[src/rtl/watch_pkg.sv]
// watch_pkg
//   Shared definitions for the watch datapath and its controlling FSM:
//   - bcd_t:         one BCD digit (4 bits)
//   - mmss_t:        a full mm:ss value as four BCD digits
//   - *_MAX:         rollover value of each stopwatch digit
//   - watch_state_t: watch_fsm mode encodings
package watch_pkg;

  typedef logic [3:0] bcd_t;

  typedef struct packed {
    bcd_t m_t;
    bcd_t m_u;
    bcd_t s_t;
    bcd_t s_u;
  } mmss_t;

  localparam bcd_t SEC_U_MAX = 4'd9;
  localparam bcd_t SEC_T_MAX = 4'd5;
  localparam bcd_t MIN_U_MAX = 4'd9;
  localparam bcd_t MIN_T_MAX = 4'd5;

  typedef enum logic [1:0] {
    NORMAL     = 2'b00,
    SET_TIME   = 2'b01,
    SET_ALARM  = 2'b10,
    STOP_WATCH = 2'b11
  } watch_state_t;

endpackage

[src/rtl/bcd_digit_counter.sv]
// bcd_digit_counter
//   Single BCD digit that counts 0..MAX and wraps to 0. Chained through
//   carry so a whole mm:ss field ripples in one cycle.
//   Ports:
//     clk   - system clock
//     rst   - synchronous active-high reset (q -> 0)
//     clr   - synchronous clear (q -> 0), below rst in priority
//     inc   - advance this digit by one on the next edge
//     q     - current digit value (registered)
//     carry - combinational: inc while q is at MAX (next digit advances)
module bcd_digit_counter
  import watch_pkg::*;
#(
  parameter bcd_t MAX = 4'd9
) (
  input  logic clk,
  input  logic rst,
  input  logic clr,
  input  logic inc,
  output bcd_t q,
  output logic carry
);

  logic at_max;

  // >= rather than == keeps the digit self-correcting back into range.
  assign at_max = (q >= MAX);
  assign carry  = inc && at_max;

  always_ff @(posedge clk) begin
    if (rst) begin
      q <= '0;
    end else if (clr) begin
      q <= '0;
    end else if (inc) begin
      q <= at_max ? '0 : q + 4'd1;
    end
  end

endmodule

[src/rtl/stopwatch_core.sv]
// stopwatch_core
//   BCD stopwatch datapath behind watch_fsm. Counts enabled seconds
//   00:00..59:59 with wrap-around and supports a split (lap) freeze where
//   the display holds a captured value while the live count keeps running.
//   Parameters:
//     TICK_DIV     - enabled clock cycles per stopwatch second (>= 1)
//   Ports:
//     clk          - system clock
//     rst          - synchronous active-high reset
//     en_sec_sw    - count enable (1 = running)
//     save_split   - split request level; rising edge captures the live value
//     clr          - synchronous stopwatch clear pulse
//     swm_t..sws_u - live BCD digits mm:ss (registered)
//     disp_*       - displayed digits: split value while split_active, else live
//     split_active - display frozen on split value (registered)
//     wrap         - one-cycle pulse after the 59:59 -> 00:00 rollover
module stopwatch_core
  import watch_pkg::*;
#(
  parameter int unsigned TICK_DIV = 1
) (
  input  logic       clk,
  input  logic       rst,
  input  logic       en_sec_sw,
  input  logic       save_split,
  input  logic       clr,
  output logic [3:0] swm_t,
  output logic [3:0] swm_u,
  output logic [3:0] sws_t,
  output logic [3:0] sws_u,
  output logic [3:0] disp_m_t,
  output logic [3:0] disp_m_u,
  output logic [3:0] disp_s_t,
  output logic [3:0] disp_s_u,
  output logic       split_active,
  output logic       wrap
);

  localparam int unsigned PW = (TICK_DIV > 1) ? $clog2(TICK_DIV) : 1;
  localparam logic [PW-1:0] PRESC_LAST = PW'(TICK_DIV - 1);

  logic [PW-1:0] presc;
  logic          step;
  logic          c_s_u;
  logic          c_s_t;
  logic          c_m_u;
  logic          c_m_t;
  logic          save_split_q;
  logic          split_rise;
  mmss_t         split_q;
  mmss_t         live;
  mmss_t         disp;

  // Prescaler: advances only on enabled cycles, so the phase is kept
  // across stop intervals. With TICK_DIV = 1 it stays at 0 and every
  // enabled cycle is a step.
  assign step = en_sec_sw && (presc == PRESC_LAST);

  always_ff @(posedge clk) begin
    if (rst || clr) begin
      presc <= '0;
    end else if (en_sec_sw) begin
      presc <= step ? '0 : presc + 1'b1;
    end
  end

  bcd_digit_counter #(.MAX(SEC_U_MAX)) u_sec_u (
    .clk   (clk),
    .rst   (rst),
    .clr   (clr),
    .inc   (step),
    .q     (sws_u),
    .carry (c_s_u)
  );

  bcd_digit_counter #(.MAX(SEC_T_MAX)) u_sec_t (
    .clk   (clk),
    .rst   (rst),
    .clr   (clr),
    .inc   (c_s_u),
    .q     (sws_t),
    .carry (c_s_t)
  );

  bcd_digit_counter #(.MAX(MIN_U_MAX)) u_min_u (
    .clk   (clk),
    .rst   (rst),
    .clr   (clr),
    .inc   (c_s_t),
    .q     (swm_u),
    .carry (c_m_u)
  );

  bcd_digit_counter #(.MAX(MIN_T_MAX)) u_min_t (
    .clk   (clk),
    .rst   (rst),
    .clr   (clr),
    .inc   (c_m_u),
    .q     (swm_t),
    .carry (c_m_t)
  );

  // Carry out of the top digit is exactly the 59:59 -> 00:00 step.
  always_ff @(posedge clk) begin
    if (rst || clr) begin
      wrap <= 1'b0;
    end else begin
      wrap <= c_m_t;
    end
  end

  assign live       = {swm_t, swm_u, sws_t, sws_u};
  assign split_rise = save_split && !save_split_q;

  // save_split_q keeps sampling during clr so that a level still held
  // high afterwards is not mistaken for a fresh rising edge.
  always_ff @(posedge clk) begin
    if (rst) begin
      save_split_q <= 1'b0;
      split_q      <= '0;
      split_active <= 1'b0;
    end else if (clr) begin
      save_split_q <= save_split;
      split_q      <= '0;
      split_active <= 1'b0;
    end else begin
      save_split_q <= save_split;
      if (split_rise) begin
        // Captures the pre-increment value when a step lands on this edge.
        split_q      <= live;
        split_active <= 1'b1;
      end else if (!save_split) begin
        split_active <= 1'b0;
      end
    end
  end

  always_comb begin
    disp = live;
    if (split_active) begin
      disp = split_q;
    end
  end

  assign disp_m_t = disp.m_t;
  assign disp_m_u = disp.m_u;
  assign disp_s_t = disp.s_t;
  assign disp_s_u = disp.s_u;

endmodule

[config.mk]
export PLATFORM = sky130hd
export DESIGN_NAME = stopwatch_core
export DESIGN_NICKNAME = d
export VERILOG_FILES = /design/src/rtl/watch_pkg.sv /design/src/rtl/bcd_digit_counter.sv /design/src/rtl/stopwatch_core.sv
export SDC_FILE = /design/constraint.sdc
export NUM_CORES = 1
export LEC_CHECK = 0
export BUFFER_PORTS_ARGS = -buffer_cell sky130_fd_sc_hd__buf_2
export CAP_MARGIN = 20
export CORE_MARGIN = 1
export CORE_UTILIZATION = 30
export CTS_BUF_LIST = sky130_fd_sc_hd__clkbuf_16
export DETAILED_ROUTE_END_ITERATION = 12
export GPL_ROUTABILITY_DRIVEN = 1
export PLACE_DENSITY = 0.51
export SYNTH_ARGS = -nofsm -noshare
export SYNTH_HDL_FRONTEND = slang
export SYNTH_HIERARCHICAL = 1
export SYNTH_SLANG_ARGS = --single-unit
export TNS_END_PERCENT = 1
[constraint.sdc]
create_clock -name clk -period 3.1 [get_ports clk]
set_clock_uncertainty 0.1 [all_clocks]
set_input_delay 0.155 -clock clk [delete_from_list [all_inputs] [get_ports clk]]
set_output_delay 0.155 -clock clk [all_outputs]
set_load 0.01 [all_outputs]
# Yosys cells after proc, flatten, opt, wreduce, memory -nomap -nowiden
# Index checks and enable logic that the tools add are counted.
# word_totals
word_cells,40
ff_bits,36
inputBits,5
# op_classes
eq_ne,1
n_lt_le_gt_ge,4
add_sub_neg,5
mux,8
bitwise,1
reduce_logical,9
# op_table
operator,n
$add 4x1->4 const B,4
$mux 16,1
$mux 4,4
$ge 4x3->1 const B,2
$ge 4x4->1 const B,2
$logic_and 1x1->1,6
$mux 1,3
$ne 2x1->1 const B,1
$reduce_or 2->1,1
$add 1x1->1 const B,1
$logic_not 1->1,1
$logic_or 1x1->1,1
$not 1->1,1

# Depth between registers and ports, before layout
# Gate-level depths: netlist (run 1).
# depth
depth_word,6
ltp_mapped,12
mapped_depth_nobuf,12

# Modules after synthesis
# The synthesis (run 1) kept the hierarchy.
# modules_own_cells
module,cells_per_inst,seq_area_each_um2,instances,area_each_um2
stopwatch_core,103,400.4,1,1002.2
bcd_digit_counter (u_min_t ...),30,80.1,2,267.8
bcd_digit_counter (u_min_u ...),24,80.1,2,219.0

# Least setup slack after synthesis (run 1)
# No wires, ideal clock.
# synth_path
path_type,reg-to-reg
start,register u_sec_u.q[0]
end,register u_min_t.q[0]
setup_slack_ns,0.550
path_stages_with_launch,12
required_ns,2.942
arrival_ns,2.392
synth_period_minus_slack_ns,2.550
path_buffers,0
cell_sequence,dfxtp_1 -> inv_1 -> ha_1 -> nor3b_2 -> nor2_1 -> inv_2 -> nor2_1 -> nand2_1 -> nor2_1 -> inv_2 -> a2111oi_2 -> o21a_1
# synth_between
elab_chain_len,4
# synth_lines
element,line,rtl
start: declaration,bcd_digit_counter.sv:20,"output bcd_t q,"
start signal: assignment,bcd_digit_counter.sv:36,q <= at_max ? '0 : q + 4'd1;
$ge 4x4->1,bcd_digit_counter.sv:27,assign at_max = (q >= MAX);
$logic_and 1x1->1,bcd_digit_counter.sv:28,assign carry = inc && at_max;
named net c_s_u,stopwatch_core.sv:44,logic c_s_u;
$logic_and 1x1->1,bcd_digit_counter.sv:28,
named net c_s_t,stopwatch_core.sv:45,logic c_s_t;
$logic_and 1x1->1,bcd_digit_counter.sv:28,
named net c_m_u,stopwatch_core.sv:46,logic c_m_u;
end signal: assignment,bcd_digit_counter.sv:36,
end: declaration,bcd_digit_counter.sv:20,
# The timed path passes the listed nets, and every way through them passes these cells.
# A chain may end at the register's enable or synchronous reset.

# Final worst setup path (run 1)
# layout_path
start,input port en_sec_sw
end,register u_min_t.q[0]
# layout_between
elab_chain_len,4
# layout_lines
element,line,rtl
start: declaration,stopwatch_core.sv:24,"input logic en_sec_sw,"
$logic_and 1x1->1,stopwatch_core.sv:57,assign step = en_sec_sw && (presc == PRESC_LAST);
named net step,stopwatch_core.sv:43,logic step;
$logic_and 1x1->1,bcd_digit_counter.sv:28,
named net c_s_u,stopwatch_core.sv:44,
$logic_and 1x1->1,bcd_digit_counter.sv:28,
named net c_s_t,stopwatch_core.sv:45,
$logic_and 1x1->1,bcd_digit_counter.sv:28,
named net c_m_u,stopwatch_core.sv:46,
# The timed path passes the listed nets, and every way through them passes these cells.

==> results of run 1 <==
-- cells by family after synthesis --
logic type	share of synthesized area (%)
simple gates	22.7
flops	36.5
compound gates	13.2
buf+inv	7.28
mux	10.1
fa+ha+maj	7.60
xor+xnor	2.66
-- power by group --
group | switching [mW] | total (mW) | internal [mW] | leakage [nW]
Combinational | 0.0311 | 0.0455 | 0.0144 | 0.586
Clock | 0.180 | 0.469 | 0.289 | 0.0738
Sequential | 0.00598 | 0.471 | 0.465 | 0.290
-- timing repair --
action / 4_1_cts / 5_1_grt
hold buffers: 1 / 0
endpoints found under the setup margin: 0 / 0
endpoints found under the hold margin: 1 / 0
-- through the flow --
stage	area (µm²)	power [mW]	hold slack [ns]
finish	2320	0.986	0.0522
global route	2320	1.04	0.0726
global placement	2170	0.526	0.230
floorplan	1980	0.521	0.127
detailed placement	2170	0.526	0.238
CTS	2320	1.01	0.0390
-- cell usage in the layout, fill, tap and decap left out, types with 4 or more instances in the layout --
cell type,n
a21oi_1,12
nand2_1,28
nor2_1,24
ha_1,12
o21a_1,4
dfxtp_1,36
xor2_1,4
inv_1,12
clkbuf_16,5
buf_2,38
a21oi_2,10
mux2_2,16
nand2_2,10
-- metal layers --
metal	track usage, %	vias up	wire length (µm)
li1	-	784	-
met1	17.3	676	2240
met2	20.2	25	1810
met3	3.98	4	178
met4	3.76	0	32
met5	0	-	0
-- final cells by class --
cell class	instances	area (µm²)	area share [%]
Clock buffer	5	125	5.40
Inverter	12	45.0	1.94
Multi-Input combinational cell	155	1110	47.9
Clock inverter	3	11.3	0.486
Sequential cell	36	721	31.1
Timing Repair Buffer	40	208	8.96
Tap cell	77	96.3	4.16
-- final timing paths --
| check | from | endpoint | slack, ns | cells after the start |
|---|---|---|---|---|
| worst max-delay path | en_sec_sw | u_min_t/q[0]$_SDFFE_PP0P_ | 0.38 | 12 |
| worst min-delay path | clr | split_active$_SDFFE_PP0P_ | 0.05 | 2 |
| worst max register to register | u_sec_u/q[0]$_SDFFE_PP0P_ | u_min_t/q[0]$_SDFFE_PP0P_ | 0.51 | 11 |
| worst min register to register | split_q[10]$_SDFFE_PP0P_ | split_q[10]$_SDFFE_PP0P_ | 0.35 | 2 |
-- registers in the layout, indices dropped and copies added (netlist names) --
register,flops
wrap,1
save_split_q,1
u_min_t/q,4
u_sec_u/q,4
split_active,1
u_sec_t/q,4
presc,1
split_q,16
u_min_u/q,4
-- worst register-to-register path, stage by stage (launching register included) --
cell	delay, ns
dfxtp_1	0.48
inv_1	0.09
ha_1	0.20
nor3b_2	0.16
nor2_1	0.28
inv_2	0.11
nor2_1	0.17
nand2_1	0.10
nor2_1	0.30
inv_2	0.11
a2111oi_2	0.28
o21a_1	0.17
==> results list, run 1 <==
- In the routed layout, each cell is associated on average with a via count of between 4 and 5.
- Vertical die dimension: slightly above 80 µm
- Slew at the pin closest to its max-slew limit: ~1 ns
* Slowest cell on the critical path: dlygate4sd3_1
- The count of buffers added on input and output ports is 38.
- Row generation in the floorplan step produced 29 rows.
- Remaining antenna violation count: 0
* Initial antenna violation count: 0
- The cell that appears most often on the critical path is nor2_1.
- Largest area contributor in the netlist: dfxtp_1
- Via total after detailed routing: ~1500
- Distinct cell type count of the synthesized netlist: 34
- Remaining DRCs: 0
- After the last flow step, the layout net total stands at 267.
- Data on the critical path arrives at its endpoint at around 2.8 ns.
* Total die area: between 6000 and 7000 µm²
- STA classifies the critical path endpoint as a flip-flop.
* Detailed-routing iteration count for the pre-antenna-repair pass: 4
- The smallest clock period supported by the final layout is computed as 2.72 ns.
- Synth async-reset ratio: 0%
* Worst slack at placement: between 0.5 and 0.6 ns
- STA classifies the critical path startpoint as an input pin.
* Mean cell area of the mapped netlist: 9.36 µm²
- The repair_antennas step left the layout with diodes totalling 0.
* Required arrival time at the worst endpoint: between 3 and 4 ns
- Clock Sinks: 36
- From synthesis to final layout, the design area changed by 17.3%.
- Setup slack on the critical path of the routed design comes to about 0.38 ns.
* WS Path Type: input pin to flip-flop
* DPL Wire Length: 2910 µm
- Wire length of the first global-routing pass: 7210 µm
- Routability-driven placement finished with a final weighted congestion of between 0.7 and 0.8.
* Largest cells by area after synthesis: dfxtp_1 36%, mux2_2 9.1%, ha_1 7.6%
- Dividing the final minimum period by the clock period gives 87.8%.
- Cell-by-cell listing of the critical path: dlygate4sd3_1, buf_2, nor2b_1, nand2_1, nor2_1, inv_2, nor2_1, nand2_1, nor2_1, inv_2, a2111oi_2, o21a_1
* Total detailed-routing wirelength: 4260 µm
- Sequential-to-total area share from yosys stat: 36.5%
- The number of gates resized after CTS was 0.
* Cell count after placement: between 300 and 400
- Dividing the detail-routed wire length by the instance count gives 13.0 µm.
- Kind of cell adding the most delay to the critical path: simple AND/OR/NAND/NOR gates
- Once layout is complete, the utilization of the core stands at 36.5%.
- The via count of the first global-routing pass came to 1431.
- Across the run, the number of max-cap violations was 0.
* Pin count of the biggest net entering global routing: 19
* Main synth FF type: dfxtp_1
* Post-Synthesis Net Count: around 230
* Number of inserted filler cells in the final layout: 638
- Delay of the slowest cell on the worst path: between 0.5 and 0.6 ns
* Count of yosys warnings during synthesis: 6
- Status: completed
* Cell area after synthesis: 1980 µm²
* Static power due to leakage: 0.950 nW
- Relative slew slack: 33.5%
- Count leader, synth: dfxtp_1
* CTS tree: yes
- For this run, the number of standard cells in the final layout without fillers is 328.
* Clock tree root buffer cell: clkbuf_16
- The final max-slew violation count was 0.
* Top cell types by occurrence after synthesis: 36 x dfxtp_1, 28 x nand2_1, 24 x nor2_1
- Clock latency of the later-clocked register in the worst-skew pair: 0.27 ns
- Setup violations remaining at the end of the flow were counted as 0.
* Level count of the clock H-tree: 2
* Remaining global-route overflow: 0
- Final sum of negative setup slack: 0 ns
* Worst IR Drop VDD: 213 µV
- Number of failing hold endpoints at the final stage: 0
* Path class of the lowest-slack min-delay path: input pin to flip-flop
- After clock tree synthesis, the clock-pin slew on the worst setup and hold paths is 0.05 ns.
- Based on the critical path, the design can be clocked at up to 367 MHz.
- Area of the core region: 6350 µm²
* Die Span X: roughly 83 µm
* Setup repair bufs after CTS: 0
* Overall track demand over capacity in global routing: between 10% and 20%
- Num ports: 39
* Fraction of final layout cells with drive strength greater than 1: 36.7%
- RSZ-0062 raised after global routing: false
- The synthesized design contains 0 enable-type register cells.
* Largest driver fanout on the critical path: 6
- The critical path contains buffers and inverters numbering 4 combined.
* Number of violations reported at the end of detailed-routing iteration 0: 40
- In this run the biggest area consumer among cell types represents 36.5% of the synthesized area.
* Bufs on Longest Clock Path: 2
* Pwr per Cell Area: 425 nW/µm²
* Clock buffers created by TritonCTS: 5
* Cells after Synth: about 210
- #FFs+latches synth: 36
- Starting Density: a little under a third
No activity file was read; power rests on OpenSTA's default activity.
==> run 2, diff against run 1 <==
- ABC_AREA: unset -> 1
- ABC_CLOCK_PERIOD_IN_PS: unset -> 3100
- SYNTH_HIERARCHICAL: 1 -> unset
==> run 2 against run 1 <==
Sequential power grew 2%. Design area fell by 6.0%. Sequential share of layout area grew 2.0 points. Via count grew 6.8%. Fmax up 38%. Clock-buffer cell count stayed put. Power up 2.3%. Final cell count increased by 4.9%. Clock power up 1%. Synthesized cell count grew 11%. Core utilization is 2.1 points higher. Wire length is 4.3% lower. Largest cell class unchanged.
==> results list, run 2 <==
- The worst hold path begins at save_split.
* Count of yosys warnings during synthesis: 0 (-6)
- The horizontal die dimension came to 79.3 µm (-4.7%).
* Remaining DRCs: 0 (unchanged)
- The area share of fa/ha/maj cells after synthesis is 8.38% (+0.78 points).
- Hold endpoint: save_split_q$_SDFF_PP0_
- The leakage power total was 0.963 nW (+1.3%).
- The async set-reset flop share out of synthesis is 0% (unchanged).
- The post-synthesis compound-gate area fraction was 18.2% (+5.0 points).
- The leftover overflow at the end of global routing came to 0 (unchanged).
- The remaining max-slew budget at the tightest pin is 32.2% (-1.3 points).
- The count of filler cells inserted in the layout is 621 (-2.7%).
- CTS tree: yes
- Remaining antenna violation count: 0 (unchanged)
- Sorting the synthesized cells by how often they occur yields 44 x nand2_1, 36 x dfxtp_1, 33 x o21ai_0.
- Initial antenna violation count: 0 (unchanged)
* Slack of the worst reg-to-reg path: 1.49 ns (+0.98 ns)
- The number of antenna diodes was 0 (unchanged).
* Clock tree root buffer cell: clkbuf_16
- Clock-pin transition on the worst setup and hold timing paths: 0.05 ns (about the same)
- Distinct cell type count of the synthesized netlist: 30 (-12%)
- The total count of hold-check failures in the final report was 0 (unchanged).
- The total chip power is 1.01 mW (+2.3%).
* Number of rows in the core area: 27 (-6.9%)
- The worst hold path belongs to the class input pin to flip-flop.
- The largest buffer count on any clock path came to 2 (unchanged).
- Clock latency of the later-clocked register in the worst-skew pair: 0.28 ns (about the same)
- Origin of the critical flop-to-flop path: save_split_q$_SDFF_PP0_
- The number of maximum-capacitance constraint violations was 0 (unchanged).
- The routed via count was 1590 (+6.8%).
- Largest driver fanout on the critical path: 33 (+27)
- Cell area after synthesis: 1790 µm² (-9.3%)
* Cells after Synth: 234 (+11%)
- #FFs+latches synth: 36 (unchanged)
* Count of flip-flops with a built-in enable after synthesis: 0 (unchanged)
- Post-synthesis simple-gate area fraction: 23.9% (+1.2 points)
* Total die area: 6290 µm² (-9.1%)
- Fraction of final layout cells with drive strength greater than 1: 22.4% (-14 points)
* Detailed-routing iteration count for the pre-antenna-repair pass: 5 (+1)
* Area fraction of the dominant cell type after synthesis: 40.2% (+3.7 points)
- The number of cells upsized or downsized after cts is 0 (unchanged).
- The average wire length per cell after detail routing came to 11.9 µm (-8.7%).
* Post-Synthesis Net Count: 251 (+10%)
- Register bank with the most flops: split_q
- Xor and xnor area share after synthesis: 1.47% (-1.2 points)
- The maximum clock frequency is 506 MHz (+38%).
* DPL Wire Length: 2950 µm (+1.3%)
* Worst IR Drop VDD: 281 µV (+32%)
* Layout net count: 288 (+7.9%)
- Largest cells by area after synthesis: dfxtp_1 40%, nand2_1 9.2%, o21ai_0 9.2%
- The cell depth of the worst flop-to-flop path came to 3 (-8).
- Wire length of the first global-routing pass: 6810 µm (-5.5%)
* Minimum clock period: 1.98 ns (-0.745 ns)
* Hold depth: 3 (+1)
- STA classifies the critical path endpoint as a primary output.
- Pwr per Cell Area: 463 nW/µm² (+8.8%)
* Total area of multi-input combinational cells: 930 µm² (-16%)
- The final max-slew violation count came to 0 (unchanged).
- The starting utilization of the core area came to 31.8% (+0.65 points).
* Count leader, synth: nand2_1
- The via count of the first global-routing pass was 1417 (-0.98%).
- Main synth FF type: dfxtp_1
- Level count of the clock H-tree: 2 (unchanged)
- By area, the combinational part of the netlist is dominated by simple AND/OR/NAND/NOR gates.
- Final sum of negative setup slack: 0 ns (unchanged)
- RSZ-0062 raised after global routing: false
- Total detailed-routing wirelength: 4080 µm (-4.3%)
- The mean post-synth cell area was 7.66 µm² (-18%).
- The number of buffer cells added on primary ports was 38 (unchanged).
* WS Path Type: flip-flop to primary output
* Num ports: 39 (unchanged)
* Vertical die dimension: 79.3 µm (-4.7%)
* Slew at the pin closest to its max-slew limit: 1.02 ns (+0.0183 ns)
- Number of violations reported at the end of detailed-routing iteration 0: 86 (+110%)
- The worst setup path is launched from a flip-flop.
- The final estimated routing congestion in global placement came to 0.758 (-0.32%).
- The number of sinks driven by the clock tree is 36 (unchanged).
- The period utilization was 63.8% (-24 points).
- The floorplan core area was 5640 µm² (-11%).
- The largest net degree at the start of global routing was 34 (+15).
- Slowest cell on the critical path: dfxtp_1
- The number of CTS-inserted buffers came to 5 (unchanged).
- The post-CTS setup repair buffer count is 0 (unchanged).
* Routed via count divided by cell count: 4.62 (+1.8%)
- Delay of the slowest cell on the worst path: 0.94 ns (+0.42 ns)
- Flip-flop count of the largest register, all copies and words added: 16 (unchanged)
- The area occupied by registers is 721 µm² (unchanged).
- Of all cell types, the one taking the most synthesized area is dfxtp_1.
- The global-route total usage across every layer is 14.4% (+1.4 points).
* Proportion of synthesized area in mux cells: 0% (-10 points)
* Status: completed
- Capturing point of the worst reg2reg path: split_q[2]$_SDFFE_PP0P_
- The signal on the critical path passes through o21ai_0, buf_2.
- The library cell used most frequently in the layout, excluding fill and tap cells, is nand2_1.
- The arrival time at the worst endpoint came to 1.72 ns (-1.12 ns).
* Sequential-to-total area share from yosys stat: 40.2% (+3.7 points)
- The area growth from synthesis to layout is 21.6%.
* Top library cells by usage in the layout, fill and taps aside: 44 x nand2_1, 38 x buf_2, 36 x dfxtp_1
* Required arrival time at the worst endpoint: 2.84 ns (-0.38 ns)
- Total setup violations reported at the end of the flow: 0 (unchanged)
run 2: worst max path at each step:
stage,startpoint,endpoint,cells after the start
6_report,split_active$_SDFFE_PP0P_,disp_s_t[2],2
5_1_grt,split_active$_SDFFE_PP0P_,disp_m_u[3],2
4_1_cts,split_active$_SDFFE_PP0P_,disp_s_t[2],2
3_5_place_dp,split_active$_SDFFE_PP0P_,disp_s_t[2],2
3_3_place_gp,split_active$_SDFFE_PP0P_,disp_s_t[2],2
2_1_floorplan,u_min_u.q[0]$_SDFFE_PP0P_,u_min_t.q[1]$_SDFFE_PP0P_,8
run 2: worst max-delay path, delay by kind of cell (launching register included):
family / cells / cell delay (ns)
flip-flops: 1 / 0.94
buffers and inverters: 1 / 0.21
AO/OA/AOI/OAI: 1 / 0.29
run 2: logic make-up (layout without fill, tap and decap cells):
kind of cell | after synthesis | count (layout)
XOR/XNOR | 3 | 3
AND/OR/NAND/NOR | 86 | 86
adder cells (fa/ha/maj) | 12 | 12
AO/OA/AOI/OAI | 61 | 61
buffers and inverters | 36 | 74
flip-flops | 36 | 36
run 2: area by class of cell:
class	instances	area share [%]
tap	72	4.14
timing repair buffer	39	9.19
clock inverter	3	0.517
inverter	27	4.65
sequential	36	33.1
clock buffer	5	5.74
multi-input combinational	162	42.7
run 2: metrics by stage:
step	hold WS (ns)	setup WS, ns	util, %	instances	cell area (µm²)
global route	0.0460	0.918	38.6	344	2180
CTS	0.0206	1.08	38.6	344	2180
detailed placement	0.267	1.38	36.0	335	2030
floorplan	0.127	1.58	-	234	1790
finish	0.0311	1.12	38.6	344	2180
global placement	0.266	1.40	36.0	335	2030
run 2: power by group:
part	switching, mW	total, mW	internal (mW)
logic	0.0344	0.0509	0.0165
clock network	0.187	0.476	0.289
registers	0.00892	0.482	0.473
run 2: what timing repair did:
action                                  CTS  global route
hold buffers                              1             0
hold endpoints to repair                  1             0
endpoints found under the setup margin    0             0
run 2: per-layer routing:
layer | track usage (%) | part of all wire [%]
met5 | 0 | 0
met2 | 21.6 | 44
met4 | 6.55 | 2.0
met3 | 3.79 | 4.4
met1 | 19.1 | 50
==> run 3, diff against run 2 <==
- ABC_CLOCK_PERIOD_IN_PS: 3100 -> 1600
- PLACE_DENSITY: 0.51 -> 0.53
- clock period: 3.1 -> 1.6 ns (I/O delays scaled with it)
==> run 3 against run 2 <==
Design area up 5.4%. Non-clock buffer count up 15. Die area unchanged. Worst hold slack better by 0.0058 ns. Critical path type is now flip-flop to flip-flop. Critical endpoint is now u_min_t.q[3]$_SDFFE_PP0P_. Largest power group unchanged. Highest routed layer unchanged.
==> results list, run 3 (synthesis gave the netlist of run 2 again) <==
- Clock-pin transition on the worst setup and hold timing paths: 0.05 ns (about the same)
- Final worst-path cycle share: between 90% and 100%
- The number of buffer cells added on primary ports was 38 (unchanged).
* Clock tree root buffer cell: clkbuf_16
- Final count of pins violating max slew: 0 (unchanged)
- For the finished layout, the period the worst path requires is 1.47 ns.
- The largest individual stage delay along the critical path comes from the cell dfxtp_1.
- Clock buffers created by TritonCTS: 5 (unchanged)
* Register bank with the most flops: split_q
- Cell count after placement: 348 (+3.9%)
* Via count of the first global-routing pass: 1467 (+3.5%)
- WS Path Type: flip-flop to flip-flop
- The global-route total usage across every layer was 13.7% (-0.67 points).
* Pwr per Cell Area: 836 nW/µm² (+81%)
- DPL Wire Length: 3060 µm (+3.8%)
- The starting utilization of the core area is 31.8% (unchanged).
- Leaving out fill and tap cells, the most frequent cell in the layout is nand2_1.
- Bufs on Longest Clock Path: 2 (unchanged)
- The tightest min-delay check is of the input pin to flip-flop type.
- Via total after detailed routing: 1620 (+1.9%)
- Cell-by-cell listing of the critical path: inv_1, ha_1, nor2_2, a21oi_4, nand3_4, nand2_4, inv_2, nand2_1, nand2_1
* Clock Sinks: 36 (unchanged)
- Number of failing hold endpoints at the final stage: 0 (unchanged)
- Initial antenna violation count: 0 (unchanged)
* Sequential group share of total power: 48.2% (+0.4 points)
* Total setup violations reported at the end of the flow: 0 (unchanged)
- The number of levels the H-tree was split into is 2 (unchanged).
- The number of antenna diodes came to 0 (unchanged).
* Num ports: 39 (unchanged)
- Max cap viols: 0 (unchanged)
- Total die area: 6290 µm² (unchanged)
- Setup repair after global routing could not meet its margin everywhere.
* Part of the total power dissipated in combinational logic: 6.4% (+1.4 points)
* Total detailed-routing wirelength: 4010 µm (-1.6%)
- The leftover overflow at the end of global routing came to 0 (unchanged).
* Vertical die dimension: 79.3 µm (unchanged)
- The relative contribution of the clock network to total power is 45.4% (-1.8 points).
- The delay of the slowest cell on the worst path is 0.30 ns (-0.64 ns).
- Die Span X: 79.3 µm (unchanged)
* Remaining antenna violation count: 0 (unchanged)
- Internal power of the cells: 1.51 mW (+94%)
* Number of rows in the core area: 27 (unchanged)
* Wire length of the first global-routing pass: 6800 µm (-0.21%)
* Remaining DRCs: 0 (unchanged)
- The post-detailed-route via-to-cell ratio came to 4.55 (-1.5%).
- The share of final-layout standard cells stronger than drive strength 1 came to 28.5% (+6.1 points).
- The switching share of power is 21.3% (-1.5 points).
- The arrival time at the worst endpoint was 1.53 ns (-0.19 ns).
- Worst IR Drop VDD: 516 µV (+84%)
* Detailed-routing iteration count for the pre-antenna-repair pass: 5 (unchanged)
* Number of inserted filler cells in the final layout: 581 (-6.4%)
- The maximum fanout encountered on the critical timing path was 5 (-85%).
- Pin count of the biggest net entering global routing: 31 (-8.8%)
- Required arrival time at the worst endpoint: 1.67 ns (-1.17 ns)
* Switching power: 409 µW (+78%)
- Number of violations reported at the end of detailed-routing iteration 0: 65 (-24%)
* Filler-free cell count of the finished design: 356 (+3.5%)
- Static power due to leakage: 1.03 nW (+6.9%)
* Flip-flop count of the largest register, all copies and words added: 16 (unchanged)
- The slew of the pin with the lowest slew margin was 0.310 ns (-0.705 ns).
- The post-CTS setup repair buffer count came to 0 (unchanged).
- Critical Path Start Type: flip-flop
* Relative slew slack: 79.3% (+47 points)
* Endpoint class of the critical path: flip-flop
* Status: completed
- FMAX: 681 MHz
- The post-route worst hold slack is 0.0370 ns (+0.00583 ns).
- TritonCTS built the clock tree.
- Drt wl/cell: 11.3 µm (-4.9%)
- The final net count was 303 (+5.2%).
- Area of the core region: 5640 µm² (unchanged)
- Top library cells by usage in the layout, fill and taps aside: 44 x nand2_1, 38 x buf_2, 33 x o21ai_0, 33 x dfxtp_1, 23 x a21oi_1
- From synthesis to final layout, the design area changed by 28.1%.
- The final estimated routing congestion in global placement came to 0.773 (+1.9%).
- Clock latency of the later-clocked register in the worst-skew pair: 0.27 ns (about the same)
- Most frequent cell on the critical path: nand2_1
==> run 3: cell count changes in the layout (fill, tap and decap cells not counted), sizes merged <==
cell / previous run / this run
buf: 38 / 51
clkinv: 2 / 1
inv: 28 / 26
dlygate4sd3: 1 / 3
==> run 3: area by class of cell <==
class / instances / area [µm²] / area share (%)
flip-flops and latches: 36 / 727 / 31.7
clock buffers: 5 / 125 / 5.45
inverters: 27 / 101 / 4.41
repair buffers: 54 / 318 / 13.8
multi-input cells: 162 / 935 / 40.7
well taps: 72 / 90.1 / 3.92
==> run 3: metrics by stage <==
step / setup WS [ns] / total power, mW / cell area [µm²] / TNS (ns) / util (%)
4_1_cts: 0.0511 / 1.94 / 2280 / 0 / 40.5
2_1_floorplan: 0.0826 / 1.02 / 1790 / 0 / -
3_5_place_dp: 0.0567 / 1.06 / 2130 / 0 / 37.7
6_report: 0.131 / 1.92 / 2300 / 0 / 40.7
5_1_grt: -0.0126 / 1.99 / 2300 / -0.0126 / 40.7
3_3_place_gp: 0.0867 / 1.06 / 2130 / 0 / 37.7
==> run 3: critical path, delay by kind of cell (launching register included) <==
kind,cells,cell delay (ns)
DFF,1,0.30
AOI/OAI and AO/OA,1,0.20
and+or+nand+nor,5,0.38
adders and majority gates,1,0.19
buffers and inverters,2,0.19
==> run 3: power groups by stage <==
stage / Clock, mW / Combinational (mW) / Sequential [mW]
after detailed placement: 0 / 0.117 / 0.944
final: 0.872 / 0.122 / 0.926
after floorplan: 0 / 0.0745 / 0.945
after CTS: 0.893 / 0.123 / 0.925
after global placement: 0 / 0.117 / 0.944
after global routing: 0.926 / 0.139 / 0.927
==> run 3: worst paths after layout <==
path | startpoint | endpoint | slack [ns] | cells past startpoint
max reg2reg | u_min_u.q[1]$_SDFFE_PP0P_ | u_min_t.q[3]$_SDFFE_PP0P_ | 0.13 | 9
min | clr | split_q[5]$_SDFFE_PP0P_ | 0.04 | 4
max | u_min_u.q[1]$_SDFFE_PP0P_ | u_min_t.q[3]$_SDFFE_PP0P_ | 0.13 | 9
min reg2reg | u_min_t.q[3]$_SDFFE_PP0P_ | u_min_t.q[3]$_SDFFE_PP0P_ | 0.37 | 2
==> run 3: routing by layer <==
layer | vias to the layer above | part of all wire (%) | global-route usage [%] | wire [µm]
met1 | 731 | 52 | 18.6 | 2070
met4 | 0 | 0.85 | 3.82 | 34
met3 | 2 | 3.2 | 2.99 | 128
li1 | 860 | - | - | -
met5 | - | 0 | 0 | 0
met2 | 27 | 44 | 21.8 | 1780
==> run 3: what timing repair did <==
item	in CTS	in global routing
hold buffers	3	0
resized for setup	0	8
endpoints found under the hold margin	2	0
endpoints found under the setup margin	0	11
